===== src/rtl/avl_mtimer_pkg.sv =====
// Shared constants for the Avalon-MM mtime/mtimecmp timer: register map,
// CTRL bit positions, Avalon response codes and a byte-lane merge helper.
package avl_mtimer_pkg;

    localparam int unsigned ADDR_CTRL   = 0;
    localparam int unsigned ADDR_DIV    = 1;
    localparam int unsigned ADDR_MTLO   = 2;
    localparam int unsigned ADDR_MTHI   = 3;
    localparam int unsigned ADDR_CMPLO  = 4;
    localparam int unsigned ADDR_CMPHI  = 5;
    localparam int unsigned ADDR_SNAP   = 6;

    localparam int unsigned CTRL_EN     = 0;
    localparam int unsigned CTRL_IRQ_EN = 1;

    localparam logic [1:0] RESP_OKAY   = 2'b00;
    localparam logic [1:0] RESP_SLVERR = 2'b10;

    localparam logic [63:0] MTIMECMP_RST = 64'hFFFF_FFFF_FFFF_FFFF;

    function automatic logic [31:0] apply_be(input logic [31:0] old_val,
                                             input logic [31:0] wdata,
                                             input logic [3:0]  be);
        logic [31:0] r;
        r = old_val;
        for (int b = 0; b < 4; b++) begin
            if (be[b]) r[8*b +: 8] = wdata[8*b +: 8];
        end
        return r;
    endfunction

endpackage


===== src/rtl/avl_mtimer_presc.sv =====
// Prescaler: counts 0..div while enabled and emits a one-cycle tick on the
// wrap, so the tick period is div+1 clocks. Disabled holds the count at 0.
module avl_mtimer_presc #(
    parameter int DIV_W = 10
) (
    input  logic             clk,
    input  logic             rst,
    input  logic             en,
    input  logic [DIV_W-1:0] div,
    output logic             tick
);

    logic [DIV_W-1:0] count_q, count_d;

    always_comb begin
        count_d = count_q;
        tick    = 1'b0;
        if (!en) begin
            count_d = '0;
        end else if (count_q == div) begin
            count_d = '0;
            tick    = 1'b1;
        end else begin
            count_d = count_q + 1'b1;
        end
    end

    always_ff @(posedge clk or posedge rst) begin
        if (rst) count_q <= '0;
        else     count_q <= count_d;
    end

endmodule


===== src/rtl/avl_mtimer.sv =====
// Avalon-MM slave exposing a 64-bit mtime/mtimecmp pair with prescaler,
// a registered level interrupt and a HI snapshot for coherent 64-bit reads.
module avl_mtimer
    import avl_mtimer_pkg::*;
#(
    parameter int DIV_W  = 10,
    parameter int ADDR_W = 3
) (
    input  logic              clk,
    input  logic              rst,
    input  logic [ADDR_W-1:0] avs_address,
    input  logic              avs_read,
    input  logic              avs_write,
    input  logic [3:0]        avs_byteenable,
    input  logic [31:0]       avs_writedata,
    output logic              avs_waitrequest,
    output logic [31:0]       avs_readdata,
    output logic              avs_readdatavalid,
    output logic [1:0]        avs_response,
    output logic              irq
);

    logic [1:0]       ctrl_q, ctrl_d;
    logic [DIV_W-1:0] div_q, div_d;
    logic [63:0]      mtime_q, mtime_d;
    logic [63:0]      mtimecmp_q, mtimecmp_d;
    logic [31:0]      snap_q, snap_d;
    logic             irq_q, irq_d;
    logic             rvalid_q, rvalid_d;
    logic [31:0]      rdata_q, rdata_d;
    logic [1:0]       resp_q, resp_d;
    logic             tick;

    avl_mtimer_presc #(.DIV_W(DIV_W)) u_presc (
        .clk  (clk),
        .rst  (rst),
        .en   (ctrl_q[CTRL_EN]),
        .div  (div_q),
        .tick (tick)
    );

    always_comb begin
        ctrl_d     = ctrl_q;
        div_d      = div_q;
        mtime_d    = mtime_q;
        mtimecmp_d = mtimecmp_q;
        snap_d     = snap_q;
        rvalid_d   = avs_read;
        rdata_d    = '0;
        resp_d     = RESP_OKAY;

        // Read path samples pre-write state so read+write in one cycle returns old data.
        if (avs_read) begin
            case (avs_address)
                ADDR_W'(ADDR_CTRL):  rdata_d = {30'b0, ctrl_q};
                ADDR_W'(ADDR_DIV):   rdata_d = 32'(div_q);
                ADDR_W'(ADDR_MTLO): begin
                    rdata_d = mtime_q[31:0];
                    snap_d  = mtime_q[63:32];
                end
                ADDR_W'(ADDR_MTHI):  rdata_d = mtime_q[63:32];
                ADDR_W'(ADDR_CMPLO): rdata_d = mtimecmp_q[31:0];
                ADDR_W'(ADDR_CMPHI): rdata_d = mtimecmp_q[63:32];
                ADDR_W'(ADDR_SNAP):  rdata_d = snap_q;
                default:             resp_d  = RESP_SLVERR;
            endcase
        end

        // A write to either mtime half suppresses that cycle's tick, carry included.
        if (tick) mtime_d = mtime_q + 64'd1;

        if (avs_write) begin
            case (avs_address)
                ADDR_W'(ADDR_CTRL): begin
                    if (avs_byteenable[0]) ctrl_d = avs_writedata[1:0];
                end
                ADDR_W'(ADDR_DIV): begin
                    for (int i = 0; i < DIV_W; i++) begin
                        if (avs_byteenable[i/8]) div_d[i] = avs_writedata[i];
                    end
                end
                ADDR_W'(ADDR_MTLO):
                    mtime_d = {mtime_q[63:32],
                               apply_be(mtime_q[31:0], avs_writedata, avs_byteenable)};
                ADDR_W'(ADDR_MTHI):
                    mtime_d = {apply_be(mtime_q[63:32], avs_writedata, avs_byteenable),
                               mtime_q[31:0]};
                ADDR_W'(ADDR_CMPLO):
                    mtimecmp_d[31:0] = apply_be(mtimecmp_q[31:0], avs_writedata, avs_byteenable);
                ADDR_W'(ADDR_CMPHI):
                    mtimecmp_d[63:32] = apply_be(mtimecmp_q[63:32], avs_writedata, avs_byteenable);
                default: ;
            endcase
        end

        irq_d = ctrl_d[CTRL_IRQ_EN] && (mtime_d >= mtimecmp_d);
    end

    always_ff @(posedge clk or posedge rst) begin
        if (rst) begin
            ctrl_q     <= '0;
            div_q      <= '0;
            mtime_q    <= '0;
            mtimecmp_q <= MTIMECMP_RST;
            snap_q     <= '0;
            irq_q      <= 1'b0;
            rvalid_q   <= 1'b0;
            rdata_q    <= '0;
            resp_q     <= RESP_OKAY;
        end else begin
            ctrl_q     <= ctrl_d;
            div_q      <= div_d;
            mtime_q    <= mtime_d;
            mtimecmp_q <= mtimecmp_d;
            snap_q     <= snap_d;
            irq_q      <= irq_d;
            rvalid_q   <= rvalid_d;
            rdata_q    <= rdata_d;
            resp_q     <= resp_d;
        end
    end

    assign avs_waitrequest   = 1'b0;
    assign avs_readdata      = rdata_q;
    assign avs_readdatavalid = rvalid_q;
    assign avs_response      = resp_q;
    assign irq               = irq_q;

endmodule


===== config.mk =====
export PLATFORM = sky130hd
export DESIGN_NAME = avl_mtimer
export DESIGN_NICKNAME = d
export VERILOG_FILES = /design/src/rtl/avl_mtimer_pkg.sv /design/src/rtl/avl_mtimer_presc.sv /design/src/rtl/avl_mtimer.sv
export SDC_FILE = /design/constraint.sdc
export NUM_CORES = 1
export LEC_CHECK = 0
export BUFFER_PORTS_ARGS = -buffer_cell sky130_fd_sc_hd__buf_2
export CORE_UTILIZATION = 56
export CTS_CLUSTER_DIAMETER = 200
export DETAILED_ROUTE_END_ITERATION = 12
export HOLD_SLACK_MARGIN = 0.03
export MAX_ROUTING_LAYER = met4
export PLACE_DENSITY = 0.73
export SLEW_MARGIN = 20
export SYNTH_ARGS = -nofsm -noshare
export SYNTH_HDL_FRONTEND = slang
export SYNTH_SLANG_ARGS = --single-unit

===== constraint.sdc =====
create_clock -name clk -period 9 [get_ports clk]
set_input_delay 0.9 -clock clk [delete_from_list [all_inputs] [get_ports clk]]
set_output_delay 0.9 -clock clk [all_outputs]
set_load 0.05 [all_outputs]

## Word level (Yosys, flattened, before mapping)

Index checks and enable logic that the tools add are counted.

| storage, ports and cells | value |
|---|---|
| register bits after elaboration | 218 |
| bits of input ports | 43 |
| output and inout bits | 37 |

| operators by class | value |
|---|---|
| add/sub/neg operators | 2 |
| magnitude comparators | 1 |
| equality and inequality tests | 7 |
| muxes and demuxes | 33 |
| reduce and logical (&&, ||, !) cells | 7 |

Operator list:

| cell | number |
|---|---|
| $pmux W32 S7 | 1 |
| $mux W64 | 3 |
| $mux W8 | 16 |
| $pmux W64 S2 | 1 |
| $mux W32 | 3 |
| $add A64 B1 Y64 const B | 1 |
| $ge A64 B64 Y1 | 1 |
| $mux W10 | 2 |
| $add A10 B1 Y10 const B | 1 |
| $eq A10 B10 Y1 | 1 |
| $mux W2 | 5 |
| $eq A3 B3 Y1 const B | 3 |
| $reduce_and A3 Y1 | 3 |
| $reduce_or A7 Y1 | 1 |
| $eq A3 B2 Y1 const B | 2 |
| $eq A3 B1 Y1 const B | 1 |
| $logic_not A3 Y1 | 1 |
| $mux W1 | 2 |
| $reduce_and A2 Y1 | 1 |
| $logic_and A1 B1 Y1 | 1 |

## Depth between registers and ports, before layout

Gate-level depths: netlist of the first run.

| logic depth | value |
|---|---|
| word-level depth | 8 |
| gate-level depth with buffers | 16 |
| gate-level depth less buffers | 13 |

## Modules after synthesis

A second synthesis of the first run with hierarchy kept.

| second synthesis, totals | value |
|---|---|
| cells, all modules | 1279 |
| area total of the unflattened synthesis | 12839.8 sq um |

Modules (own cells, without submodules):

| module | times used | cells an instance | area each (sq um) | seq. area each (sq um) |
|---|---|---|---|---|
| avl_mtimer | 1 | 1217 | 12258.0 | 5260.0 |
| avl_mtimer_presc | 1 | 62 | 581.8 | 250.2 |

## Worst setup path after synthesis of the first run

No wires, ideal clock.

| timing | value |
|---|---|
| path kind | register to register |
| start point | register u_presc.count_q[0] |
| end point | register irq_q, in the netlist irq |
| setup time | 77 ps |
| data arrival time | 4207 ps |
| path slack | 4716 ps |
| stages on the path, launching flop included | 16 |
| buffers on the path | 2 |
| period minus slack after synthesis | 4284 ps |
| cell sequence | dfrtp_1 > xnor2_1 > nand4_2 > or4_1 > buf_2 > or4_4 > buf_6 > or4b_1 > nand3_1 > ha_1 > nand4_1 > or3_1 > or4_1 > nor3_1 > a2111oi_0 > a21oi_1 |

| on the way | value |
|---|---|
| word-level cells in the longest chain between the ends | 8 |

RTL lines:

| element | line | text |
|---|---|---|
| start, declared | avl_mtimer_presc.sv:13 | `logic [DIV_W-1:0] count_q, count_d;` |
| start signal, assigned | avl_mtimer_presc.sv:30 | `else count_q <= count_d;` |
| $eq A10 B10 Y1 * | avl_mtimer_presc.sv:20 | `end else if (count_q == div) begin` |
| $mux W1 * | avl_mtimer_presc.sv:20 |  |
| $mux W1 * | avl_mtimer_presc.sv:18 | `if (!en) begin` |
| $mux W64 * | avl_mtimer.sv:70 | `if (tick) mtime_d = mtime_q + 64'd1;` |
| $pmux W64 S2 | avl_mtimer.sv:73 | `case (avs_address)` |
| $mux W64 * | avl_mtimer.sv:72 | `if (avs_write) begin` |
| via mtime_d[47] | avl_mtimer.sv:25 | `logic [63:0] mtime_q, mtime_d;` |
| $ge A64 B64 Y1 * | avl_mtimer.sv:96 | `irq_d = ctrl_d[CTRL_IRQ_EN] && (mtime_d >= mtimecmp_d);` |
| $logic_and A1 B1 Y1 * | avl_mtimer.sv:96 |  |
| via irq_d | avl_mtimer.sv:28 | `logic irq_q, irq_d;` |
| end signal, assigned | avl_mtimer.sv:116 | `irq_q <= irq_d;` |
| end, declared | avl_mtimer.sv:28 |  |

The timed path passes the listed nets; every way through them passes the cells marked *.
A chain may end at the register's enable or synchronous reset.

## Worst setup path after layout of the first run

| timing | value |
|---|---|
| start point | register mtime_q[4] |
| end point | register irq_q, in the netlist irq |

| on the way | value |
|---|---|
| word-level cells in the longest chain between the ends | 6 |

RTL lines:

| element | line | text |
|---|---|---|
| start, declared | avl_mtimer.sv:25 |  |
| start signal, assigned | avl_mtimer.sv:113 | `mtime_q <= mtime_d;` |
| $add A64 B1 Y64 * | avl_mtimer.sv:70 |  |
| $mux W64 * | avl_mtimer.sv:70 |  |
| $pmux W64 S2 | avl_mtimer.sv:73 |  |
| $mux W64 * | avl_mtimer.sv:72 |  |
| via mtime_d[46] | avl_mtimer.sv:25 |  |
| $ge A64 B64 Y1 * | avl_mtimer.sv:96 |  |
| $logic_and A1 B1 Y1 * | avl_mtimer.sv:96 |  |
| via irq_d | avl_mtimer.sv:28 |  |

Marked as above.

==> insert_results.sql, run 1 <==
INSERT INTO impl_metrics (metric_group, metric, value, unit) VALUES
('place', 'gp_congestion', '0.990', ''),
('route', 'drt-pass1-iter-count', '7', ''),
('die', 'floorplan.die.height', '155', 'um'),
('synth', 'share_of_flip_flops_with_an_asynchronous_set_or_reset_after_synthesis', '100', '%'),
('setup_path', 'worst_setup_path_end_kind', 'flip-flop', ''),
('clock_network', 'tritoncts', 'done', ''),
('clock_network', 'tritoncts_num_sinks', '217', ''),
('timing', 'period_share', '58.7', '%'),
('setup_path', 'slowest_stage', 'sky130_fd_sc_hd__nor4_2', ''),
('synth', 'mappedNetlistArea', '13100', 'um^2'),
('setup_path', 'cpMostUsedCell', 'sky130_fd_sc_hd__nand4_1', ''),
('setup_path', 'worstSetupPathType', 'reg -> reg', ''),
('final_layout', 'areaGrowthSynthToFinish', '11.7', '%'),
('synth', 'synth.yosys.seq_area_share', '42.1', '%'),
('global_route', 'first_global_vias', '10800', ''),
('die', 'ioPinCount', '80', ''),
('synth', 'postSynthCellCount', '1329', ''),
('power_and_ir_drop', 'power_density', '220', 'nW/um^2'),
('setup_path', 'critical_path.max_fanout', '8', ''),
('die', 'die_outline_area', '24000', 'um^2'),
('global_route', 'global_route.usage.total', '35.0', '%'),
('synth', 'post_syn_area_per_cell', '9.85', 'um^2'),
('clock_network', 'ctsResizeCount', '0', ''),
('route', 'dr_total_vias', '11200', ''),
('clock_network', 'clk-insertion-delay-late', '530', 'ps'),
('global_route', 'grt_residual_overflow', '0', ''),
('timing', 'timing.final.max_slew_violations', '0', ''),
('setup_path', 'crit_path_max_incr_delay', '820', 'ps'),
('final_layout', 'finalNetCount', '1487', ''),
('setup_path', 'worst_case_reg_to_reg_path_depth', '13', ''),
('synth', 'number_of_flops_mapped_to_enable_cells_by_yosys', '0', ''),
('timing', 'fmax', '189', 'MHz'),
('setup_path', 'worstPathCellList', 'nand4_1 > nand4bb_4 > nor4_2 > nand4_1 > xor2_1 > o21ai_0 > ha_1 > nand4_1 > or3_1 > or4_1 > nor3_1 > a2111oi_0 > a21oi_1', ''),
('route', 'post_drt_via_cell_ratio', '6.57', ''),
('clock_network', 'cts.clk_slew.worst_paths', '60', 'ps'),
('outcome', 'run_status', 'completed', ''),
('clock_network', 'cts_htree_levels', '1', ''),
('global_route', 'initial_antenna_violation_count', '0', ''),
('synth', 'synthMostInstantiatedCell', 'sky130_fd_sc_hd__dfrtp_1', ''),
('synth', 'synthesis.yosys.warnings', '0', ''),
('clock_network', 'cts.path.max_buffers', '3', ''),
('die', 'core', '22800', 'um^2'),
('setup_path', 'worstReg2RegEnd', 'irq', ''),
('final_layout', 'finalInstanceArea', '14600', 'um^2'),
('timing', 'timing.hold.ws', '399', 'ps'),
('setup_path', 'timing.reg2reg.setup_slack', '3720', 'ps'),
('synth', 'synthFlopType', 'sky130_fd_sc_hd__dfrtp_1', ''),
('setup_path', 'cp.required', '9450', 'ps'),
('run', 'max_cap_violations', '0', ''),
('power_and_ir_drop', 'worst_ir_drop_vdd', '0.000173', 'V'),
('timing', 'clock_skew', '12.5', 'ps'),
('timing', 'grt_setup_unrepaired', 'false', ''),
('timing', 'period_needed', '5280', 'ps'),
('setup_path', 'worst_setup_path_start_kind', 'flip-flop', ''),
('die', 'initial_core_utilization', '57.5', '%'),
('global_route', 'grt_start_max_net_pins', '79', ''),
('timing', 'setup-violations-final', '0', ''),
('clock_network', 'clockRootBuffer', 'sky130_fd_sc_hd__clkbuf_16', ''),
('clock_network', 'cts.hold.buffers_added', '0', ''),
('setup_path', 'critical_path_arrival', '5740', 'ps'),
('clock_network', 'number_of_cts_inserted_buffers', '24', ''),
('timing', 'hold_viol', '0', ''),
('route', 'detail_route.wirelength', '40000', 'um'),
('place', 'placed_cell_area', '13800', 'um^2'),
('synth', 'yosys_cell_types', '71', ''),
('final_layout', 'post_route_cells_drive_above_1_share', '24.4', '%'),
('die', 'fp-row-count', '55', ''),
('route', 'post-route-drc-count', '0', ''),
('synth', 'yosys-top-cells-count', 'sky130_fd_sc_hd__dfrtp_1, sky130_fd_sc_hd__mux2_2, sky130_fd_sc_hd__nand2_1, sky130_fd_sc_hd__nor2_1, sky130_fd_sc_hd__inv_1', ''),
('setup_path', 'timing.rr.start', 'mtime_q[4]', ''),
('synth', 'synth.top_cell.area_share', '29.2', '%');
-- kinds of logic (layout without fill, tap and decap cells) --
logic type / after synthesis / after routing / share of synthesized area [%]
buffers and inverters: 154 / 220 / 4.59
adder cells (fa/ha/maj): 66 / 66 / 6.31
other: 1 / 2 / 0.0286
multiplexers: 156 / 156 / 13.2
XOR/XNOR: 40 / 40 / 2.68
flip-flops: 217 / 217 / 42.1
AND/OR/NAND/NOR: 412 / 412 / 16.0
AO/OA/AOI/OAI: 283 / 283 / 15.1
-- layer usage --
layer / up-vias / global-route usage [%] / share of wire (%)
met4: 0 / 12.0 / 3.7
met5: - / - / 0
met3: 114 / 5.43 / 8.8
li1: 5050 / - / -
met2: 589 / 52.6 / 45
met1: 5479 / 48.2 / 43
-- where the power goes --
group / switching (mW) / total [mW] / internal (mW)
Combinational: 0.478 / 0.818 / 0.340
Clock: 0.405 / 1.04 / 0.634
Sequential: 0.167 / 1.37 / 1.20
-- registers in the layout, summed over array words and instances (netlist names) --
register           flops
avs_readdata          32
mtimecmp_q            64
irq                    1
u_presc.count_q       10
avs_readdatavalid      1
div_q                 10
mtime_q               64
snap_q                32
avs_response           1
ctrl_q                 2
-- cell usage in the layout (no fill, tap or decap), types with 45 or more instances in the layout --
| cell | n |
|---|---|
| sky130_fd_sc_hd__nor2_1 | 79 |
| sky130_fd_sc_hd__a21oi_1 | 45 |
| sky130_fd_sc_hd__nand2_1 | 104 |
| sky130_fd_sc_hd__buf_2 | 77 |
| sky130_fd_sc_hd__inv_1 | 77 |
| sky130_fd_sc_hd__mux2_2 | 116 |
| sky130_fd_sc_hd__ha_1 | 66 |
| sky130_fd_sc_hd__dfrtp_1 | 153 |
| sky130_fd_sc_hd__nand3_1 | 56 |
| sky130_fd_sc_hd__o21ai_0 | 75 |
| sky130_fd_sc_hd__dfstp_2 | 64 |
-- through the flow --
stage / power, mW / std cells / utilization (%) / setup WS, ps
after floorplan: 1.92 / 1330 / - / 2270
after global placement: 2.15 / 1664 / 60.4 / 3550
after detailed placement: 2.18 / 1665 / 60.5 / 3500
after CTS: 3.22 / 1709 / 64.2 / 3930
after global routing: 3.38 / 1709 / 64.2 / 3520
final: 3.22 / 1709 / 64.2 / 3720
-- how the worst min path moves through the flow --
| stage | from | endpoint | slack [ps] | depth (start not counted) |
|---|---|---|---|---|
| finish | rst | avs_readdata[13] | 400 | 2 |
| global placement | snap_q[5] | snap_q[5] | 490 | 1 |
| global route | rst | snap_q[11] | 460 | 2 |
| floorplan | snap_q[3] | snap_q[3] | 470 | 1 |
| CTS | rst | snap_q[11] | 440 | 2 |
| detailed placement | snap_q[3] | snap_q[3] | 500 | 1 |
-- critical path, delay by kind of cell, from the launching register on --
family	cells	cell delay (ps)
and+or+nand+nor	8	3570
DFF	1	470
AOI/OAI and AO/OA	3	450
adders and majority gates	1	370
xor gates and xnor gates	1	320
-- final cells by class --
type                       count  area, um^2
clock buffer                  35         713
clock inverter                 9         120
fill                        1845        8150
inverter                      78         300
multi-input combinational    959        7020
sequential                   217        5510
tap                          313         392
timing repair buffer          98         567
Note: power is estimated with default switching activity, not from simulation.
==> run 2, diff against run 1 <==
==> constraint.sdc (replaced) <==
create_clock -name clk -period 5.2 [get_ports clk]
set_input_delay 0.52 -clock clk [delete_from_list [all_inputs] [get_ports clk]]
set_output_delay 0.52 -clock clk [all_outputs]
set_load 0.05 [all_outputs]
==> run 2 against run 1 <==
Against the previous run: via count is 0.97% higher; sequential cell count stayed put; global-route usage is 0.85 points higher; clock power is 67% higher; largest power group unchanged; cell area is 0.70% higher; fmax is 8.0% higher; non-clock buffer count is 19 higher; sequential share of layout area is 0.26 points lower; highest routed layer unchanged.
==> insert_results.sql, run 2 (same netlist as run 1, synthesis figures left out) <==
INSERT INTO impl_metrics (metric_group, metric, value, unit) VALUES
('setup_path', 'worstSetupPathType', 'reg -> reg', ''),
('route', 'met2_wirelength', '18800', 'um'),
('clock_network', 'cts.path.max_buffers', '3', ''),
('final_layout', 'commonest_cells_after_routing_fill_and_taps_aside', 'sky130_fd_sc_hd__dfrtp_1, sky130_fd_sc_hd__mux2_2, sky130_fd_sc_hd__nand2_1, sky130_fd_sc_hd__nor2_1', ''),
('hold_path', 'hold_removal_path_class', 'in -> reg', ''),
('route', 'dr_total_vias', '11300', ''),
('setup_path', 'worst_setup_path_start_kind', 'flip-flop', ''),
('power_and_ir_drop', 'combinationalPowerShare', '26.0', '%'),
('die', 'ioPinCount', '80', ''),
('setup_path', 'crit_end', 'irq', ''),
('global_route', 'global_route.usage.total', '35.8', '%'),
('clock_network', 'tritoncts_num_sinks', '217', ''),
('global_route', 'initial_antenna_violation_count', '1', ''),
('run', 'max_cap_violations', '0', ''),
('place', 'placed_cell_area', '13900', 'um^2'),
('die', 'fp.dieW', '155', 'um'),
('setup_path', 'cp.required', '5650', 'ps'),
('power_and_ir_drop', 'netSwitchingFraction', '33.3', '%'),
('setup_path', 'critical_path.startpoint', 'u_presc.count_q[5]', ''),
('global_route', 'grt_residual_overflow', '0', ''),
('final_layout', 'post_route_cells_drive_above_1_share', '25.5', '%'),
('setup_path', 'critical_path_arrival', '5340', 'ps'),
('timing', 'final_critical_path_setup_slack', '306', 'ps'),
('power_and_ir_drop', 'p_clk_share', '31.4', '%'),
('clock_network', 'cts_setup_buffers', '0', ''),
('route', 'wl_per_cell', '23.9', 'um'),
('die', 'die_outline_area', '24000', 'um^2'),
('place', 'dpl_worst_slack', '440', 'ps'),
('power_and_ir_drop', 'p_int', '3.69', 'mW'),
('route', 'detail_route.wirelength', '41300', 'um'),
('clock_network', 'cts.hold.buffers_added', '0', ''),
('route', 'post_drt_via_cell_ratio', '6.56', ''),
('timing', 'grt_setup_unrepaired', 'false', ''),
('timing', 'period_needed', '4890', 'ps'),
('clock_network', 'tritoncts', 'done', ''),
('setup_path', 'timing.rr.start', 'u_presc.count_q[5]', ''),
('route', 'dr.max_layer_used', 'met4', ''),
('place', 'place_hpwl', '29100', 'um'),
('timing', 'timing.setup.tns', '0', 'ps'),
('power_and_ir_drop', 'power_density', '376', 'nW/um^2'),
('timing', 'setup-violations-final', '0', ''),
('global_route', 'first_global_vias', '10900', ''),
('power_and_ir_drop', 'switchingPower', '1.84', 'mW'),
('route', 'ant_nets', '0', ''),
('timing', 'hold_viol', '0', ''),
('power_and_ir_drop', 'p_total', '5.53', 'mW'),
('setup_path', 'worst_case_reg_to_reg_path_depth', '13', ''),
('timing', 'period_share', '94.1', '%'),
('route', 'drt-pass1-iter-count', '6', ''),
('final_layout', 'areaGrowthSynthToFinish', '12.5', '%'),
('timing', 'maxSlewHeadroom', '30.4', '%'),
('place', 'io_buffers', '77', ''),
('timing', 'worst-slew-pin-transition', '1030', 'ps'),
('setup_path', 'timing.reg2reg.setup_slack', '310', 'ps'),
('die', 'core', '22800', 'um^2'),
('global_route', 'grt_pass1_wl', '63500', 'um'),
('final_layout', 'finalNetCount', '1506', ''),
('clock_network', 'cts_htree_levels', '1', ''),
('final_layout', 'final_common_cell', 'sky130_fd_sc_hd__dfrtp_1', ''),
('power_and_ir_drop', 'power.static_leakage', '6.30', 'nW'),
('outcome', 'run_status', 'completed', ''),
('timing', 'timing.final.max_slew_violations', '0', ''),
('place', 'gp_congestion', '0.991', ''),
('die', 'initial_core_utilization', '57.5', '%'),
('route', 'wl_met3', '3370', 'um'),
('clock_network', 'number_of_cts_inserted_buffers', '24', ''),
('power_and_ir_drop', 'worst_ir_drop_vdd', '0.000270', 'V'),
('timing', 'fmax', '204', 'MHz'),
('final_layout', 'finalInstanceArea', '14700', 'um^2'),
('clock_network', 'clockRootBuffer', 'sky130_fd_sc_hd__clkbuf_16', ''),
('clock_network', 'clk-insertion-delay-late', '530', 'ps'),
('clock_network', 'ctsResizeCount', '0', ''),
('power_and_ir_drop', 'share_of_total_power_in_sequential_cells', '42.6', '%'),
('die', 'fp-row-count', '55', ''),
('setup_path', 'critical_path.max_fanout', '9', ''),
('die', 'floorplan.die.height', '155', 'um'),
('route', 'post-route-drc-count', '0', ''),
('setup_path', 'worst_setup_path_end_kind', 'flip-flop', ''),
('timing', 'clock_skew', '15.3', 'ps'),
('setup_path', 'worstReg2RegEnd', 'irq', ''),
('route', 'drt-initial-drc-count', '1344', ''),
('route', 'wl_met1', '17700', 'um'),
('global_route', 'grt_start_max_net_pins', '104', ''),
('final_layout', 'largest_registers', 'mtime_q: 64 flops, mtimecmp_q: 64 flops', ''),
('clock_network', 'cts.clk_slew.worst_paths', '70', 'ps');
[run 2: how the worst min path moves through the flow]
stage	start	endpoint	cells past startpoint	slack, ps
global route	avs_read	avs_readdatavalid	1	140
finish	avs_read	avs_readdatavalid	1	120
global placement	snap_q[12]	snap_q[12]	1	490
floorplan	snap_q[3]	snap_q[3]	1	470
detailed placement	snap_q[7]	snap_q[7]	1	500
CTS	avs_read	avs_readdatavalid	1	110
[run 2: layer usage]
| metal | GRT usage, % | vias up |
|---|---|---|
| li1 | - | 5082 |
| met2 | 55.0 | 594 |
| met5 | - | - |
| met1 | 49.3 | 5570 |
| met3 | 4.32 | 95 |
| met4 | 12.3 | 0 |
[run 2: layout make-up]
type	count	area [um^2]
diodes	1	2.50
clock buffers	32	682
clock inverters	12	119
fillers	1826	8050
inverters	78	297
multi-input cells	959	7030
flip-flops and latches	217	5510
well taps	313	392
repair buffers	117	698
[run 2: worst max-delay path: stages (launching register included)]
cell	delay (ps)
sky130_fd_sc_hd__dfrtp_1	430
sky130_fd_sc_hd__xnor2_1	230
sky130_fd_sc_hd__nand4_2	270
sky130_fd_sc_hd__or4_1	710
sky130_fd_sc_hd__or4_4	690
sky130_fd_sc_hd__or4b_1	490
sky130_fd_sc_hd__nand3_1	120
sky130_fd_sc_hd__ha_1	150
sky130_fd_sc_hd__nand4_1	120
sky130_fd_sc_hd__or3_1	450
sky130_fd_sc_hd__or4_1	640
sky130_fd_sc_hd__nor3_1	210
sky130_fd_sc_hd__a2111oi_0	130
sky130_fd_sc_hd__a21oi_1	140
[run 2: through the flow]
| step | utilization [%] | hold slack, ps | instances |
|---|---|---|---|
| floorplan | - | 475 | 1330 |
| CTS | 64.6 | 114 | 1728 |
| global placement | 61.1 | 489 | 1684 |
| finish | 64.7 | 122 | 1729 |
| detailed placement | 61.1 | 495 | 1684 |
| global route | 64.7 | 135 | 1729 |
[run 2: power groups by stage]
stage                     sequential (mW)  clock [mW]  combinational [mW]
after global routing                 2.40        1.81                1.57
after global placement               2.36           0                1.38
after floorplan                      2.35           0               0.967
final                                2.36        1.74                1.44
after CTS                            2.35        1.75                1.42
after detailed placement             2.38           0                1.41
